## config.mk

```make
export PLATFORM = sky130hd
export DESIGN_NAME = score_keeper
export DESIGN_NICKNAME = d
export VERILOG_FILES = /design/src/rtl/score_keeper.sv
export SDC_FILE = /design/constraint.sdc
export NUM_CORES = 1
export LEC_CHECK = 0
export CAP_MARGIN = 20
export CORE_ASPECT_RATIO = 0.8
export CORE_UTILIZATION = 55
export CTS_BUF_LIST = sky130_fd_sc_hd__clkbuf_16
export DETAILED_ROUTE_END_ITERATION = 8
export GPL_ROUTABILITY_DRIVEN = 0
export GPL_TIMING_DRIVEN = 0
export PLACE_DENSITY_LB_ADDON = 0.15
export SLEW_MARGIN = 15
export SYNTH_ARGS = -nofsm -noshare
export SYNTH_HDL_FRONTEND = slang
export SYNTH_SLANG_ARGS = --single-unit
export TNS_END_PERCENT = 1
```

## constraint.sdc

```tcl
create_clock -name clk -period 6.9 [get_ports clk]
set_input_delay 1.725 -clock clk [delete_from_list [all_inputs] [get_ports clk]]
set_output_delay 1.725 -clock clk [all_outputs]
set_load 0.005 [all_outputs]
```

## src/rtl/score_keeper.sv

```systemverilog
// BCD score, lives and high-score tracker between the collision logic and the HUD.
// Hits are added one BCD digit per cycle; a small game FSM sequences idle/play/over.
module score_keeper #(
  parameter int SCORE_DIGITS = 4,
  parameter int LIVES_W      = 3,
  parameter int START_LIVES  = 3,
  parameter int MAX_LIVES    = 7,
  parameter logic [4*SCORE_DIGITS-1:0] PTS0     = 'h10,
  parameter logic [4*SCORE_DIGITS-1:0] PTS1     = 'h20,
  parameter logic [4*SCORE_DIGITS-1:0] PTS2     = 'h30,
  parameter logic [4*SCORE_DIGITS-1:0] PTS3     = 'h150,
  parameter logic [4*SCORE_DIGITS-1:0] BONUS_AT = 'h1500
) (
  input  logic                      clk,
  input  logic                      arst_n,
  input  logic                      new_game,
  input  logic                      hit_valid,
  input  logic [1:0]                hit_type,
  output logic                      hit_ready,
  input  logic                      player_hit,
  output logic [4*SCORE_DIGITS-1:0] score,
  output logic [4*SCORE_DIGITS-1:0] high_score,
  output logic [LIVES_W-1:0]        lives,
  output logic                      game_over,
  output logic                      extra_life,
  output logic [1:0]                dbg_game_state,
  output logic                      dbg_add_state
);

  localparam int SW    = 4 * SCORE_DIGITS;
  localparam int IDX_W = (SCORE_DIGITS > 1) ? $clog2(SCORE_DIGITS) : 1;
  localparam logic [SW-1:0] ALL_NINES = {SCORE_DIGITS{4'h9}};

  // Handshake: a hit transfers on a rising edge where hit_valid && hit_ready;
  // hit_type must be held while hit_valid is high and hit_ready is low.
  typedef enum logic [1:0] {G_IDLE = 2'd0, G_PLAY = 2'd1, G_OVER = 2'd2} game_e;
  typedef enum logic {A_WAIT = 1'b0, A_ADD = 1'b1} add_e;

  game_e              game_q, game_d;
  add_e               add_q, add_d;
  logic [SW-1:0]      score_q, score_d, high_q, high_d;
  logic [SW-1:0]      acc_q, acc_d, addend_q, addend_d;
  logic [IDX_W-1:0]   idx_q, idx_d;
  logic               carry_q, carry_d;
  logic [LIVES_W-1:0] lives_q, lives_d;
  logic               bonus_done_q, bonus_done_d;
  logic               extra_q, extra_d;

  logic [SW-1:0]      pts_sel, acc_upd, sum_final;
  logic [3:0]         acc_digit, add_digit, dval;
  logic [4:0]         dsum;
  logic               dcarry, last_digit, commit, bonus, accept;
  logic [LIVES_W-1:0] lives_inc;

  always_ff @(posedge clk or negedge arst_n) begin
    if (!arst_n) begin
      game_q       <= G_IDLE;
      add_q        <= A_WAIT;
      score_q      <= '0;
      high_q       <= '0;
      acc_q        <= '0;
      addend_q     <= '0;
      idx_q        <= '0;
      carry_q      <= 1'b0;
      lives_q      <= '0;
      bonus_done_q <= 1'b0;
      extra_q      <= 1'b0;
    end else begin
      game_q       <= game_d;
      add_q        <= add_d;
      score_q      <= score_d;
      high_q       <= high_d;
      acc_q        <= acc_d;
      addend_q     <= addend_d;
      idx_q        <= idx_d;
      carry_q      <= carry_d;
      lives_q      <= lives_d;
      bonus_done_q <= bonus_done_d;
      extra_q      <= extra_d;
    end
  end

  always_comb begin
    case (hit_type)
      2'd0:    pts_sel = PTS0;
      2'd1:    pts_sel = PTS1;
      2'd2:    pts_sel = PTS2;
      default: pts_sel = PTS3;
    endcase
  end

  // One BCD digit of the running sum; carry out of the top digit saturates.
  always_comb begin
    acc_digit  = acc_q[idx_q*4 +: 4];
    add_digit  = addend_q[idx_q*4 +: 4];
    dsum       = {1'b0, acc_digit} + {1'b0, add_digit} + {4'd0, carry_q};
    dcarry     = (dsum > 5'd9);
    dval       = dcarry ? (dsum[3:0] + 4'd6) : dsum[3:0];
    acc_upd    = acc_q;
    acc_upd[idx_q*4 +: 4] = dval;
    sum_final  = dcarry ? ALL_NINES : acc_upd;
    last_digit = (idx_q == IDX_W'(SCORE_DIGITS - 1));
    commit     = (add_q == A_ADD) && last_digit;
    bonus      = commit && !bonus_done_q && (score_q < BONUS_AT) && (sum_final >= BONUS_AT);
    accept     = hit_valid && hit_ready;
  end

  always_comb begin
    game_d       = game_q;
    add_d        = add_q;
    score_d      = score_q;
    high_d       = high_q;
    acc_d        = acc_q;
    addend_d     = addend_q;
    idx_d        = idx_q;
    carry_d      = carry_q;
    bonus_done_d = bonus_done_q || bonus;
    extra_d      = bonus;

    case (add_q)
      A_WAIT: begin
        if (accept) begin
          add_d    = A_ADD;
          acc_d    = score_q;
          addend_d = pts_sel;
          idx_d    = '0;
          carry_d  = 1'b0;
        end
      end
      default: begin
        acc_d   = acc_upd;
        carry_d = dcarry;
        idx_d   = idx_q + IDX_W'(1);
        if (last_digit) begin
          add_d   = A_WAIT;
          score_d = sum_final;
        end
      end
    endcase

    // Bonus is applied and saturated before a same-cycle life loss.
    if (bonus && (lives_q >= LIVES_W'(MAX_LIVES))) lives_inc = LIVES_W'(MAX_LIVES);
    else if (bonus)                                lives_inc = lives_q + LIVES_W'(1);
    else                                           lives_inc = lives_q;
    if ((game_q == G_PLAY) && player_hit && (lives_inc != '0)) lives_d = lives_inc - LIVES_W'(1);
    else                                                         lives_d = lives_inc;

    case (game_q)
      G_PLAY: begin
        if ((lives_q == '0) && (add_q == A_WAIT)) begin
          game_d = G_OVER;
          if (score_q > high_q) high_d = score_q;
        end
      end
      default: begin
        if (new_game) begin
          game_d       = G_PLAY;
          score_d      = '0;
          lives_d      = LIVES_W'(START_LIVES);
          bonus_done_d = 1'b0;
        end
      end
    endcase
  end

  // A dead player waiting for a commit must not take further hits.
  always_comb begin
    hit_ready      = (game_q == G_PLAY) && (add_q == A_WAIT) && (lives_q != '0);
    game_over      = (game_q == G_OVER);
    score          = score_q;
    high_score     = high_q;
    lives          = lives_q;
    extra_life     = extra_q;
    dbg_game_state = game_q;
    dbg_add_state  = add_q;
  end

endmodule

```

==> out/qor.csv, run 1 <==
metric,value,unit
WP data arrival,6.24,ns
count of final setup violators,0,
Slew headroom,60.5,%
largest net degree at the start of global routing,61,
Hold WC Path Type,flop to flop,
max-slew violations,0,
Post-Layout Cell Count,564,
reg2reg path depth,21,
Avg Inst Size Synth,9.61,µm²
Register Area,1550,µm²
global-route wire length before repair,17000,µm
FMAX,0.166,GHz
yosys warns,0,
Die ar.,7560,µm²
number of synthesized flops with an enable pin,0,
combined area of the multi-input logic cells,2190,µm²
Residual DRC,0,
wire per inst,17.6,µm
global-route layer with the greatest usage,met2,
fraction of layout cells with a size suffix above 1,12.8,%
CTS H-Tree Depth,3,
post-cts hold buffer count,0,
Post-CTS Resized,0,
Num CTS Buffers,9,
RSZ-0062 raised after global routing,false,
starting density of the core,57.3,%
GRT Total Usage,28.8,%
worst reg-to-reg setup slack,0.87,ns
worst path cell trace,buf_1 > mux4_2 > inv_1 > fa_1 > inv_1 > fa_1 > xor2_2 > inv_1 > ha_1 > nand2_1 > o21ai_2 > a31o_2 > a211oi_2 > a21oi_1 > o22ai_2 > a31oi_4 > mux2i_1 > ha_1 > ha_1 > or3b_2 > mux2_1,
total wire length,9940,µm
fin nets,512,
Global Route met3 Usage,8.92,%
Synth cell types,64,
Mapped Nets,453,
async set-or-reset flop fraction in the synthesized netlist,100,%
Critical Path RT,7.11,ns
hold-critical path depth,2,
final worst-path cycle share,87.3,%
Crit Path Max Fanout,10,
height of the chip,78.0,µm
drt pass-1 iters,7,
Post-Synthesis Cells,413,
Util after Layout,70.2,%
row count,27,
met2 usage,44.9,%
Congestion Overflow GR,0,
Core Box Area,6930,µm²
CTS Root Cell,clkbuf_16,
Crit Path Category,flop to flop,
mapped cell area,3970,µm²
Clock Path Buffers,2,
synthesized flop and latch total,62,
Final Critical Period,6.03,ns
clock skew,0.00701,ns
Worst-Skew Late Latency,0.33,ns
outcome,"finished, final reports clean",
Post-CTS Setup Bufs,0,
via count,3386,
# diodes,0,
ys flop type,dfrtp_1,
Layout fillers,512,
I/O Pins,48,
Worst path slowest cell,mux4_2,
Area Growth Syn to Fin,22.6,%
reg2reg end,lives[0],
met1 usage,39.4,%
placed cell count,548,
Critical Path End Type,flop,
Least-Margin Pin Slew,0.591,ns
DRT iter0 DRCs,337,
Max-cap violations,0,
clock-pin slew on the worst setup and hold paths,0.05,ns
CP Launch Type,flop,
TNS Setup,0,ns
Hold EP,acc_q[4],
initial antenna violation count,0,
# clock sinks,62,
pwr dens,524,nW/µm²
CTS tree,built,
Worst path max stage delay,0.57,ns
post-DP HPWL,7310,µm
VDD IR-drop max,0.000223,V
antenna-violating nets left,0,
Final Hold Fails,0,
hold_sp,acc_q[4],
vias in the first global route,3357,
via/cell ratio,6.00,
worst reg2reg startpoint,idx_q[0],
static leakage,0.00220,µW
"Seq/Total Area, Yosys",39.1,%
PortBufs,47,
Die W,97.0,µm
==> layout make-up <==
class | count | share of cell area [%]
clock inverters | 7 | 1.36
plain buffers | 17 | 1.70
inverters | 39 | 3.01
multi-input cells | 295 | 45.0
flip-flops and latches | 62 | 31.9
repair buffers | 48 | 10.2
well taps | 87 | 2.24
clock buffers | 9 | 4.63
==> worst max path at each step <==
stage	startpoint	end	slack [ns]
3_3_place_gp	idx_q[0]	lives[0]	1.07
6_report	idx_q[0]	lives[0]	0.87
3_5_place_dp	idx_q[0]	lives[0]	0.93
2_1_floorplan	idx_q[0]	lives[0]	1.59
4_1_cts	idx_q[0]	lives[0]	0.89
5_1_grt	idx_q[0]	lives[0]	0.50
==> worst max-delay path: cells and delay by family, from the launching register on <==
family | cells | cell delay, ns
AO/OA/AOI/OAI | 6 | 1.37
XOR/XNOR | 1 | 0.30
adder cells (fa/ha/maj) | 5 | 1.41
buffers and inverters | 4 | 0.67
flip-flops | 1 | 0.46
multiplexers | 3 | 1.07
AND/OR/NAND/NOR | 2 | 0.62
==> registers in the layout (all words and copies together) (netlist names) <==
signal,cells
acc_q,16
addend_q,3
bonus_done_q,1
carry_q,1
dbg_add_state,1
dbg_game_state,2
extra_life,1
high_score,16
idx_q,2
lives,3
score,16
==> power by group <==
part	internal, µW	leakage (µW)	switching [µW]
sequential	495	0.000820	149
clock	277	0.000150	163
combinational	657	0.00123	810
==> cells in the mapped netlist (11+ instances only) <==
cell type	count	area, µm²
nor3_1	11	55.1
a21oi_1	16	80.1
clkbuf_1	11	41.3
o21ai_0	13	65.1
inv_1	39	146
mux2_2	19	214
nor2_1	34	128
dfrtp_1	62	1550
ha_1	31	388
o22ai_1	14	87.6
a22oi_1	20	150
nand2_1	42	158
==> stage by stage <==
stage               cell area [µm²]  total power (µW)  worst slack [ns]  hold WS [ns]
floorplan                      3970              1610              1.59         0.459
global placement               4550              2040              1.07         0.486
detailed placement             4570              2080             0.929         0.482
CTS                            4860              2540             0.892         0.500
global route                   4860              2750             0.504         0.534
finish                         4860              2550             0.874         0.499
==> placed cells by master, fill, tap and decap left out, types with 9 or more instances in the layout <==
cell type,netlist,final
nand2_1,42,42
a21oi_1,16,16
dfrtp_1,62,62
clkdlybuf4s50_1,0,46
o22ai_1,14,14
inv_1,39,40
nor2_1,34,34
clkbuf_16,0,9
ha_1,31,31
a22oi_1,20,20
nor3_1,11,11
o21ai_0,13,13
mux2_2,19,19
clkbuf_1,11,11
==> metal layers <==
metal,routed length (µm),share of wire (%)
met5,0,0
met4,74,0.74
met3,844,8.5
met2,4620,46
met1,4400,44
==> kinds of logic after synthesis <==
family	share of synthesized area (%)
compound gates	17.7
xor+xnor	0.631
fa+ha+maj	10.8
buf+inv	5.77
flops	39.1
mux	8.70
simple gates	17.3
(Power assumes the default switching activity.)
==> run 2, diff against run 1 <==
--- a/config.mk
+++ b/config.mk
@@ -13,6 +13,7 @@
 export GPL_ROUTABILITY_DRIVEN = 0
 export GPL_TIMING_DRIVEN = 0
 export PLACE_DENSITY_LB_ADDON = 0.15
+export REMOVE_ABC_BUFFERS = 1
 export SLEW_MARGIN = 15
 export SYNTH_ARGS = -nofsm -noshare
 export SYNTH_HDL_FRONTEND = slang
==> out/qor.csv, run 2 (synthesized netlist as in run 1, its figures left out) <==
metric,value,unit,change
outcome,"finished, final reports clean",,
count of final setup violators,0,,unchanged
clock-pin slew on the worst setup and hold paths,0.05,ns,about the same
Final Critical Period,5.83,ns,-0.195 ns
CP Launch Type,flop,,
height of the chip,78.0,µm,unchanged
I/O Pins,48,,unchanged
final worst-path cycle share,84.5,%,-2.8 points
Crit Path Category,flop to flop,,
Core Box Area,6930,µm²,unchanged
post-cts hold buffer count,0,,unchanged
starting density of the core,57.3,%,unchanged
"delay-heaviest family, CP",adder cells,,
Register Area,1550,µm²,unchanged
pwr dens,531,nW/µm²,+1.2%
Buf/Inv on CP,3,,-1
hold_sp,bonus_done_q,,
Hold EP,bonus_done_q,,
"commonest non-fill, non-tap cell in the layout",dfrtp_1,,
Hold WC Path Type,flop to flop,,
WP data arrival,6.03,ns,-0.21 ns
Clock Path Buffers,2,,unchanged
placed cell count,532,,-2.9%
Worst path max stage delay,0.72,ns,+0.15 ns
Max-cap violations,0,,unchanged
fin nets,496,,-3.1%
Least-Margin Pin Slew,0.997,ns,+0.407 ns
CTS Root Cell,clkbuf_16,,
worst reg-to-reg setup slack,1.07,ns,+0.19 ns
VDD IR-drop max,0.000306,V,+37%
"worst slack, placed",1.16,ns,+0.232 ns
total wire length,9870,µm,-0.72%
Slew headroom,33.5,%,-27 points
Congestion Overflow GR,0,,unchanged
Die W,97.0,µm,unchanged
Final Hold Fails,0,,unchanged
wire per inst,18.0,µm,+2.4%
worst reg2reg startpoint,idx_q[0],,
worst path cell trace,mux4_2 > inv_1 > fa_1 > inv_1 > fa_1 > xor2_2 > inv_1 > ha_1 > nand2_1 > o21ai_2 > o31ai_4 > a221o_1 > o22ai_2 > a31oi_4 > mux2i_1 > ha_1 > ha_1 > or3b_2 > mux2_1,,
Critical Path End Type,flop,,
Critical Path RT,7.10,ns,about the same
# clock sinks,62,,unchanged
reg2reg end,lives[0],,
Post-CTS Resized,0,,unchanged
CTS tree,built,,
vias in the first global route,3270,,-2.6%
initial antenna violation count,0,,unchanged
hold-critical path depth,2,,unchanged
"commonest cells after routing, fill and taps aside","dfrtp_1, clkdlybuf4s50_1, nand2_1, inv_1, nor2_1",,
Num CTS Buffers,9,,unchanged
via count,3377,,-0.27%
Layout fillers,553,,+8.0%
DRT iter0 DRCs,319,,-5.3%
Crit Path Max Fanout,15,,+5
largest net degree at the start of global routing,53,,-13%
RSZ-0062 raised after global routing,false,,
PortBufs,47,,unchanged
Worst path slowest cell,dfrtp_1,,
global-route wire length before repair,16400,µm,-3.1%
Area Growth Syn to Fin,21.1,%,
antenna-violating nets left,0,,unchanged
combined area of the multi-input logic cells,2190,µm²,unchanged
GRT Total Usage,27.7,%,-1.2 points
fraction of layout cells with a size suffix above 1,12.4,%,-0.40 points
Post-Layout Cell Count,547,,-3.0%
static leakage,0.00217,µW,-1.3%
Post-CTS Setup Bufs,0,,unchanged
PnR worst setup slack,1.07,ns,+0.195 ns
clock skew,0.00646,ns,-0.000552 ns
# diodes,0,,unchanged
Worst-Skew Late Latency,0.33,ns,about the same
via/cell ratio,6.17,,+2.8%
reg2reg path depth,19,,-9.5%
FMAX,0.171,GHz,+3.3%
drt pass-1 iters,7,,unchanged
CTS H-Tree Depth,3,,unchanged
row count,27,,unchanged
post-DP HPWL,7010,µm,-4.1%
Die ar.,7560,µm²,unchanged
Residual DRC,0,,unchanged
TNS Setup,0,ns,unchanged
max-slew violations,0,,unchanged
run 2: cell types whose count changed in the layout (fill, tap and decap cells not counted), sizes merged:
cell,change
buf,-5
bufinv,+1
clkbuf,-11
clkinv,-1
inv,-1
run 2: cell type report:
cell class	count	share of cell area, %
Multi-Input combinational cell	295	45.5
Timing Repair Buffer	49	10.5
Sequential cell	62	32.3
Clock inverter	6	1.62
Inverter	39	3.05
Tap cell	87	2.27
Clock buffer	9	4.69
run 2: worst max-delay path by stage:
stage             start  endpoint  slack, ns  depth (start not counted)
2_1_floorplan  idx_q[0]  lives[0]       1.75                         20
3_3_place_gp   idx_q[0]  lives[0]       1.24                         19
3_5_place_dp   idx_q[0]  lives[0]       1.16                         20
4_1_cts        idx_q[0]  lives[0]       1.11                         19
5_1_grt        idx_q[0]  lives[0]       0.79                         20
6_report       idx_q[0]  lives[0]       1.07                         19
run 2: metal layers:
layer / vias to the layer above / wire [µm] / track usage (%)
met5: - / 0 / 0
met4: 0 / 102 / 9.70
met3: 11 / 711 / 7.30
met2: 138 / 4570 / 43.4
met1: 1667 / 4480 / 37.1
li1: 1561 / - / -
run 2: per-stage QoR:
step | cell area (µm²) | utilization, % | power (µW) | hold WS [ns]
6_report | 4800 | 69.4 | 2550 | 0.499
2_1_floorplan | 3880 | - | 1570 | 0.459
3_5_place_dp | 4500 | 65.0 | 2050 | 0.493
5_1_grt | 4800 | 69.4 | 2730 | 0.546
3_3_place_gp | 4460 | 64.5 | 2000 | 0.485
4_1_cts | 4800 | 69.4 | 2530 | 0.504
run 2: worst reg2reg max path: cells and delay by family, from the launching register on:
family / cells / cell delay (ns)
adder cells (fa/ha/maj): 5 / 1.39
AO/OA/AOI/OAI: 5 / 1.37
multiplexers: 3 / 1.06
flip-flops: 1 / 0.72
AND/OR/NAND/NOR: 2 / 0.62
XOR/XNOR: 1 / 0.30
buffers and inverters: 3 / 0.24
run 2: power breakdown:
| group | leakage (µW) | switching [µW] | internal, µW | total (µW) |
|---|---|---|---|---|
| Sequential | 0.000820 | 180 | 494 | 674 |
| Combinational | 0.00120 | 779 | 635 | 1410 |
| Clock | 0.000150 | 153 | 310 | 463 |
==> run 3, diff against run 2 <==
--- a/config.mk
+++ b/config.mk
@@ -7,7 +7,7 @@
 export LEC_CHECK = 0
 export CAP_MARGIN = 20
 export CORE_ASPECT_RATIO = 0.8
-export CORE_UTILIZATION = 55
+export CORE_UTILIZATION = 51
 export CTS_BUF_LIST = sky130_fd_sc_hd__clkbuf_16
 export DETAILED_ROUTE_END_ITERATION = 8
 export GPL_ROUTABILITY_DRIVEN = 0
==> constraint.sdc (replaced) <==
create_clock -name clk -period 4.7 [get_ports clk]
set_input_delay 1.175 -clock clk [delete_from_list [all_inputs] [get_ports clk]]
set_output_delay 1.175 -clock clk [all_outputs]
set_load 0.005 [all_outputs]
==> out/qor.csv, run 3 (synthesized netlist as in run 1, its figures left out) <==
metric,value,unit,change
Hold EP,bonus_done_q,,
"worst slack, placed",-1.04,ns,-2.20 ns
hold_sp,bonus_done_q,,
Worst path slowest cell,mux4_2,,
post-cts hold buffer count,0,,unchanged
fraction of layout cells with a size suffix above 1,21.4,%,+9.0 points
fin nets,516,,+4.0%
placed cell count,550,,+3.4%
# clock sinks,62,,unchanged
CTS Root Cell,clkbuf_16,,
Die W,101,µm,+3.8%
Core Box Area,7460,µm²,+7.8%
via/cell ratio,5.92,,-4.0%
drt pass-1 iters,5,,-2
# diodes,0,,unchanged
starting density of the core,53.2,%,-4.1 points
Slew headroom,32.6,%,-0.93 points
DRT iter0 DRCs,261,,-18%
CP Launch Type,flop,,
static leakage,0.00227,µW,+4.5%
Crit Path Max Fanout,13,,-2
Critical Path RT,4.91,ns,-2.19 ns
reg2reg end,lives[0],,
Crit Path Category,flop to flop,,
Critical Path End Type,flop,,
Final Hold Fails,0,,unchanged
FMAX,0.214,GHz,+25%
Num CTS Buffers,9,,unchanged
I/O Pins,48,,unchanged
pwr dens,838,nW/µm²,+58%
Area Growth Syn to Fin,28.7,%,
wire per inst,17.9,µm,-0.98%
CTS H-Tree Depth,3,,unchanged
final hold slack,0.506,ns,+0.00700 ns
clock-pin slew on the worst setup and hold paths,0.06,ns,about the same
Setup crit start,idx_q[0],,
Max-cap violations,0,,unchanged
WP data arrival,4.88,ns,-1.15 ns
Die ar.,8140,µm²,+7.7%
row count,28,,+3.7%
max-slew violations,0,,unchanged
post-DP HPWL,7040,µm,+0.44%
total wire length,10500,µm,+6.1%
worst reg-to-reg setup slack,0.03,ns,-1.03 ns
reg2reg path depth,17,,-2
hold-critical path depth,2,,unchanged
PortBufs,47,,unchanged
CTS tree,built,,
Congestion Overflow GR,0,,unchanged
height of the chip,80.9,µm,+3.8%
Worst-Skew Late Latency,0.32,ns,about the same
Least-Margin Pin Slew,1.01,ns,+0.0140 ns
Clock Path Buffers,2,,unchanged
Final Cell Area,5110,µm²,+6.3%
Residual DRC,0,,unchanged
VDD IR-drop max,0.000497,V,+63%
Post-DP Area,4520,µm²,+0.33%
RSZ-0062 raised after global routing,true,,
worst reg2reg startpoint,idx_q[0],,
via count,3472,,+2.8%
Post-Layout Cell Count,586,,+7.1%
clock skew,0.00602,ns,-0.000436 ns
"commonest non-fill, non-tap cell in the layout",dfrtp_1,,
Worst path max stage delay,0.57,ns,-0.15 ns
largest net degree at the start of global routing,34,,-36%
count of final setup violators,0,,unchanged
worst path cell trace,buf_4 > mux4_2 > fa_2 > xor2_2 > inv_2 > ha_4 > inv_2 > or4_4 > o211ai_4 > a21oi_2 > o22ai_4 > a31oi_4 > mux2i_2 > ha_2 > ha_4 > or3b_4 > mux2_4,,
Hold WC Path Type,flop to flop,,
"commonest cells after routing, fill and taps aside","dfrtp_1, clkdlybuf4s50_1, nand2_1, inv_1, nor2_1",,
PnR worst setup slack,0.0337,ns,-1.03 ns
global-route wire length before repair,16800,µm,+2.1%
Layout fillers,584,,+5.6%
initial antenna violation count,0,,unchanged
outcome,"finished, final reports clean",,
antenna-violating nets left,0,,unchanged
final worst-path cycle share,99.3,%,+15 points
vias in the first global route,3284,,+0.43%
GRT Total Usage,27.0,%,-0.65 points
Final Critical Period,4.67,ns,-1.17 ns
## run 3: changes by cell type in the layout (fill, tap and decap cells not counted), sizes merged
| cell | previous run | this run |
|---|---|---|
| clkinvlp | 0 | 1 |
| buf | 3 | 23 |
| inv | 39 | 40 |
| clkinv | 4 | 3 |
## run 3: final cells by class
cell class	instances	area, µm²	share of cell area (%)
clock inverters	7	90.1	1.76
repair buffers	69	649	12.7
clock buffers	9	225	4.41
multi-input cells	295	2310	45.2
flip-flops and latches	62	1550	30.4
well taps	105	131	2.57
inverters	39	146	2.87
## run 3: repair_timing
item,4_1_cts,5_1_grt
endpoints found under the setup margin,3,3
gates resized for setup,22,11
pin swaps,11,13
gates cloned,0,0
setup buffers,13,7
## run 3: power by group
part / internal, µW / switching (µW) / total (µW)
combinational: 1240 / 1370 / 2610
clock: 461 / 243 / 704
sequential: 728 / 238 / 966
total: 2420 / 1860 / 4280
## run 3: worst max path at each step
stage	to	slack, ns	cells past startpoint
final	lives[0]	0.03	17
after global routing	lives[0]	-0.08	19
after CTS	lives[0]	-0.05	20
after detailed placement	lives[0]	-1.04	19
after global placement	lives[0]	-0.94	20
after floorplan	lives[0]	-0.45	20
## run 3: critical path, delay by kind of cell, from the launching register on
family	cells	cell delay, ns
AOI/OAI and AO/OA	4	0.50
buffers and inverters	3	0.32
muxes	3	1.03
adders and majority gates	4	1.10
DFF	1	0.40
and+or+nand+nor	2	0.97
xor gates and xnor gates	1	0.21
## run 3: metal layers
metal  vias up  track usage (%)  wire (µm)
li1       1607                -          -
met2       162             42.9       4870
met3        22             5.34        703
met4         0             7.25        180
met1      1681             37.9       4710
met5         -                0          0
## run 3: metrics by stage
stage | setup TNS, ns | utilization [%] | total power, µW
floorplan | -1.12 | - | 2300
global placement | -2.61 | 60.1 | 2940
detailed placement | -2.97 | 60.5 | 3020
CTS | -0.0618 | 67.1 | 4090
global route | -0.184 | 68.4 | 4560
finish | 0 | 68.4 | 4280
